===== config.mk =====
export PLATFORM = sky130hd
export DESIGN_NAME = lock_gate
export DESIGN_NICKNAME = d
export VERILOG_FILES = /design/src/rtl/lock_gate.sv
export SDC_FILE = /design/constraint.sdc
export NUM_CORES = 1
export LEC_CHECK = 0
export BUFFER_PORTS_ARGS = -buffer_cell sky130_fd_sc_hd__buf_2
export CORE_AREA = 4 4 41 43
export CTS_CLUSTER_DIAMETER = 100
export DETAILED_ROUTE_END_ITERATION = 16
export DIE_AREA = 0 0 45 47
export PLACE_DENSITY_LB_ADDON = 0.05
export SLEW_MARGIN = 15
export SYNTH_ARGS = -nofsm -noshare
export SYNTH_HDL_FRONTEND = slang
export SYNTH_SLANG_ARGS = --single-unit

===== constraint.sdc =====
create_clock -name clk -period 3.2 [get_ports clk]
set_clock_uncertainty 0.1 [all_clocks]
set_input_delay 0.96 -clock clk [delete_from_list [all_inputs] [get_ports clk]]
set_output_delay 0.96 -clock clk [all_outputs]
set_load 0.03 [all_outputs]

===== src/rtl/lock_gate.sv =====
// lock_gate: canal lock gate controller with travel timing, dwell hold, obstruction reversal and request refusal
module lock_gate #(
    parameter int TRAVEL_CYCLES = 4,
    parameter int HOLD_CYCLES   = 8
) (
    input  logic clk,
    input  logic reset,
    input  logic openReq,
    input  logic levelMatch,
    input  logic obstruct,
    output logic gateClosed,
    output logic gateOpen,
    output logic moving,
    output logic reject
);
    localparam int MAXC = (TRAVEL_CYCLES > HOLD_CYCLES) ? TRAVEL_CYCLES : HOLD_CYCLES;
    localparam int W    = (MAXC > 1) ? $clog2(MAXC) : 1;
    localparam logic [W-1:0] TRAVEL_LOAD = W'(TRAVEL_CYCLES - 1);
    localparam logic [W-1:0] HOLD_LOAD   = W'(HOLD_CYCLES - 1);

    typedef enum logic [1:0] {CLOSED, OPENING, OPEN, CLOSING} state_t;

    state_t       state;
    logic [W-1:0] count;

    assign gateClosed = (state == CLOSED);
    assign gateOpen   = (state == OPEN);
    assign moving     = (state == OPENING) || (state == CLOSING);

    // gate sequencing: level loss aborts opening, obstruction reverses closing, requests extend the dwell
    always_ff @(posedge clk or posedge reset) begin
        if (reset) begin
            state  <= CLOSED;
            count  <= '0;
            reject <= 1'b0;
        end else begin
            reject <= 1'b0;
            unique case (state)
                CLOSED: begin
                    if (openReq && levelMatch) begin
                        state <= OPENING;
                        count <= TRAVEL_LOAD;
                    end else if (openReq) begin
                        reject <= 1'b1;
                    end
                end
                OPENING: begin
                    if (!levelMatch) begin
                        state <= CLOSING;
                        count <= TRAVEL_LOAD;
                    end else if (count == '0) begin
                        state <= OPEN;
                        count <= HOLD_LOAD;
                    end else begin
                        count <= count - 1'b1;
                    end
                end
                OPEN: begin
                    if (openReq) begin
                        count <= HOLD_LOAD;
                    end else if (count != '0) begin
                        count <= count - 1'b1;
                    end else if (!obstruct) begin
                        state <= CLOSING;
                        count <= TRAVEL_LOAD;
                    end
                end
                CLOSING: begin
                    if (obstruct) begin
                        state <= OPENING;
                        count <= TRAVEL_LOAD;
                    end else if (count == '0) begin
                        state <= CLOSED;
                    end else begin
                        count <= count - 1'b1;
                    end
                end
                default: begin
                    state <= CLOSED;
                    count <= '0;
                end
            endcase
        end
    end
endmodule


==> results.sh <==
export IMPL_globalRouteTotalUtil_pct=11.9
export IMPL_row_count=13
export IMPL_fp_dieW_um=45
export IMPL_ys_warn_count=0
export IMPL_fmax_mhz=400
export IMPL_finalWorstSetupSlack_ns=0.697
export IMPL_setup_tns_final_ns=0
export IMPL_area_growth_synth_to_final_pct=14.1
export IMPL_overflow=0
export IMPL_clock_insertion_delay_worst_skew_ns=0.24
export IMPL_port_buffers=8
export IMPL_drc_errors=0
export IMPL_initial_core_util_pct=40.1
export IMPL_die_height_um=47
export IMPL_cts_repair_timing_setup_buffer_count=0
export IMPL_synth_edff_count=0
export IMPL_timing_final_setup_violations=0
export IMPL_cts_hold_fix_buffers=0
export IMPL_result_of_the_run="finished clean"
export IMPL_worst_path_dominant_cell_family="flip-flops"
export IMPL_die_area_um2=2120
export IMPL_cp_cell_sequence="inv_1 > ha_1 > or2_2 > buf_2"
export IMPL_detailed_place_area_um2=573
export IMPL_standard_cell_core_area_um2=1300
export IMPL_detail_route_wl_per_cell_um=12.6
export IMPL_timing_slew_headroom_pct=79.6
export IMPL_num_antenna_cells=0
export IMPL_ctsHtreeMaxLevel=1
export IMPL_crit_slowest_cell="sky130_fd_sc_hd__dfrtp_1"
export IMPL_worst_ep_required_time_ns=2.14
export IMPL_route_vias_total=400
export IMPL_ys_seq_elements=6
export IMPL_first_pass_iters=4
export IMPL_yosys_cell_types_count=30
export IMPL_clock_input_transition_at_the_sequential_cells_of_the_worst_setup_and_hold_paths_ns=0.04
export IMPL_route_antenna_remaining_nets=0
export IMPL_grt_pass1_vias=380
export IMPL_peak_vdd_ir_mv=0.488
export IMPL_slew_viol_final=0
export IMPL_boundaryPins=9
export IMPL_mappedNetlistArea_um2=522
export IMPL_synthDominantAreaCellType="sky130_fd_sc_hd__dfrtp_1"
export IMPL_syn_nets=63
export IMPL_crit_path_end_kind="primary output"
export IMPL_vias_per_cell=5.19
export IMPL_wire_length_of_the_first_global_routing_pass_um=1680
export IMPL_clk_path_buf_depth=2
export IMPL_ys_dominant_reg_cell="sky130_fd_sc_hd__dfrtp_1"
export IMPL_drt_total_wl_um=971
export IMPL_max_cap_viol_count=0
export IMPL_critPathMaxFanout=8
export IMPL_timing_critical_path_from_type="flip-flop"
export IMPL_hpwl_um=806
export IMPL_numClockSinks=6
export IMPL_synth_area_leaders="sky130_fd_sc_hd__dfrtp_1 (29%), sky130_fd_sc_hd__ha_1 (14%), sky130_fd_sc_hd__inv_1 (5.0%)"
export IMPL_final_layout_size_suffix_gt1_share_pct=29.0
export IMPL_synth_seq_area_share_pct=28.8
export IMPL_fill_cells=140
export IMPL_drt_initial_drc_count=3
export IMPL_rsz_0062_raised_after_global_routing="no"
export IMPL_finalWeightedCongestion=0.787
export IMPL_postSynthAreaPerCell_um2=10.0
export IMPL_clk_root_buffer_cell="sky130_fd_sc_hd__clkbuf_4"
export IMPL_timing_critical_path_depth=4
export IMPL_critPathKind="reg2out"
export IMPL_worst_r2r_cell_count=6
export IMPL_postLayoutCellArea_um2=596
export IMPL_initial_antenna_violation_count=0
export IMPL_slew_at_the_pin_closest_to_its_max_slew_limit_ns=0.306
export IMPL_num_nets_final=75
export IMPL_timing_final_hold_violations=0
export IMPL_layout_commonest_cell="sky130_fd_sc_hd__buf_2"
export IMPL_period_minus_slack_ns=2.50
export IMPL_cts_resized_gates=0
export IMPL_postSynthCellCount=52
export IMPL_number_of_buffers_created_by_cts=3
export IMPL_finish_utilization_pct=45.8
export IMPL_async_flop_share_pct=100
export IMPL_netlist_area_leader_share_pct=28.8
export IMPL_power_leakage_nw=0.294
export IMPL_fin_crit_sh_pct=78.2
export IMPL_max_stage_delay_ns=0.38
export IMPL_min_delay_path_class="reg2reg"
export IMPL_dpl_worst_slack_ns=0.949
export IMPL_critPathBufInv=2
export IMPL_cp_arrival_ns=1.44
export IMPL_min_path_cells=1
export IMPL_power_density_nw_per_um2=1090
export IMPL_cts_tree="yes"
export IMPL_grt_start_max_net_pins=11
export IMPL_final_cell_mix="sky130_fd_sc_hd__buf_2 (8), sky130_fd_sc_hd__inv_1 (7), sky130_fd_sc_hd__ha_1 (6), sky130_fd_sc_hd__dfrtp_1 (6), sky130_fd_sc_hd__clkbuf_4 (3)"
[final cells by class]
class                   count  area [um2]  share of cell area (%)
flip-flops and latches      6         150                    25.2
clock buffers               3        22.5                    3.78
well taps                  15        18.8                    3.15
inverters                   7        26.3                    4.41
repair buffers              8        40.0                    6.72
multi-input cells          38         338                    56.7
[synthesized netlist by cell type (all sizes together) (2+ instances only)]
cell type	number
nand3b	2
ha	6
a21oi	3
mux2	4
inv	7
or2	2
dfrtp	6
nor2	2
nand2	2
nand2b	3
[sequential cells by signal (all words and copies together), names as in the netlist]
signal	cells
count	3
state	2
reject	1
[layer usage]
metal,up-vias,global-route usage (%),routed length (um)
met5,-,0,0
met4,0,10.5,28
met3,3,3.45,57
met2,12,16.7,432
met1,176,14.8,452
li1,209,-,-
[power breakdown]
group / internal, mW / switching, mW / total [mW]
Sequential: 0.112 / 0.0238 / 0.135
Combinational: 0.208 / 0.239 / 0.447
Clock: 0.0422 / 0.0240 / 0.0662
[metrics by stage]
step	power (mW)	hold slack, ns	std cells
after floorplan	0.511	0.381	52
after global placement	0.596	0.402	74
after detailed placement	0.590	0.401	74
after CTS	0.662	0.410	77
after global routing	0.714	0.417	77
final	0.648	0.407	77
[worst register-to-register path, delay by kind of cell (launching register included)]
kind	cells	cell delay, ns
DFF	1	0.40
adders and majority gates	1	0.34
muxes	1	0.32
and+or+nand+nor	2	0.20
AOI/OAI and AO/OA	1	0.20
buffers and inverters	1	0.09
[kinds of logic (layout without fill, tap and decap cells)]
| group | count (synthesis) | count (layout) | synth area share, % |
|---|---|---|---|
| buffers and inverters | 8 | 18 | 6.48 |
| AO/OA/AOI/OAI | 13 | 13 | 22.8 |
| XOR/XNOR | 1 | 1 | 1.68 |
| adder cells (fa/ha/maj) | 6 | 6 | 14.4 |
| multiplexers | 4 | 4 | 9.35 |
| flip-flops | 6 | 6 | 28.8 |
| AND/OR/NAND/NOR | 14 | 14 | 16.5 |
[worst paths after layout]
path | start | end | slack [ns]
max | state[1] | moving | 0.70
max in group asynchronous | reset | reject | 2.31
min in group asynchronous | reset | count[0] | 0.52
min reg2reg | count[1] | count[1] | 0.41
min | count[1] | count[1] | 0.41
max reg2reg | state[0] | count[0] | 1.43
(Power assumes the default switching activity.)
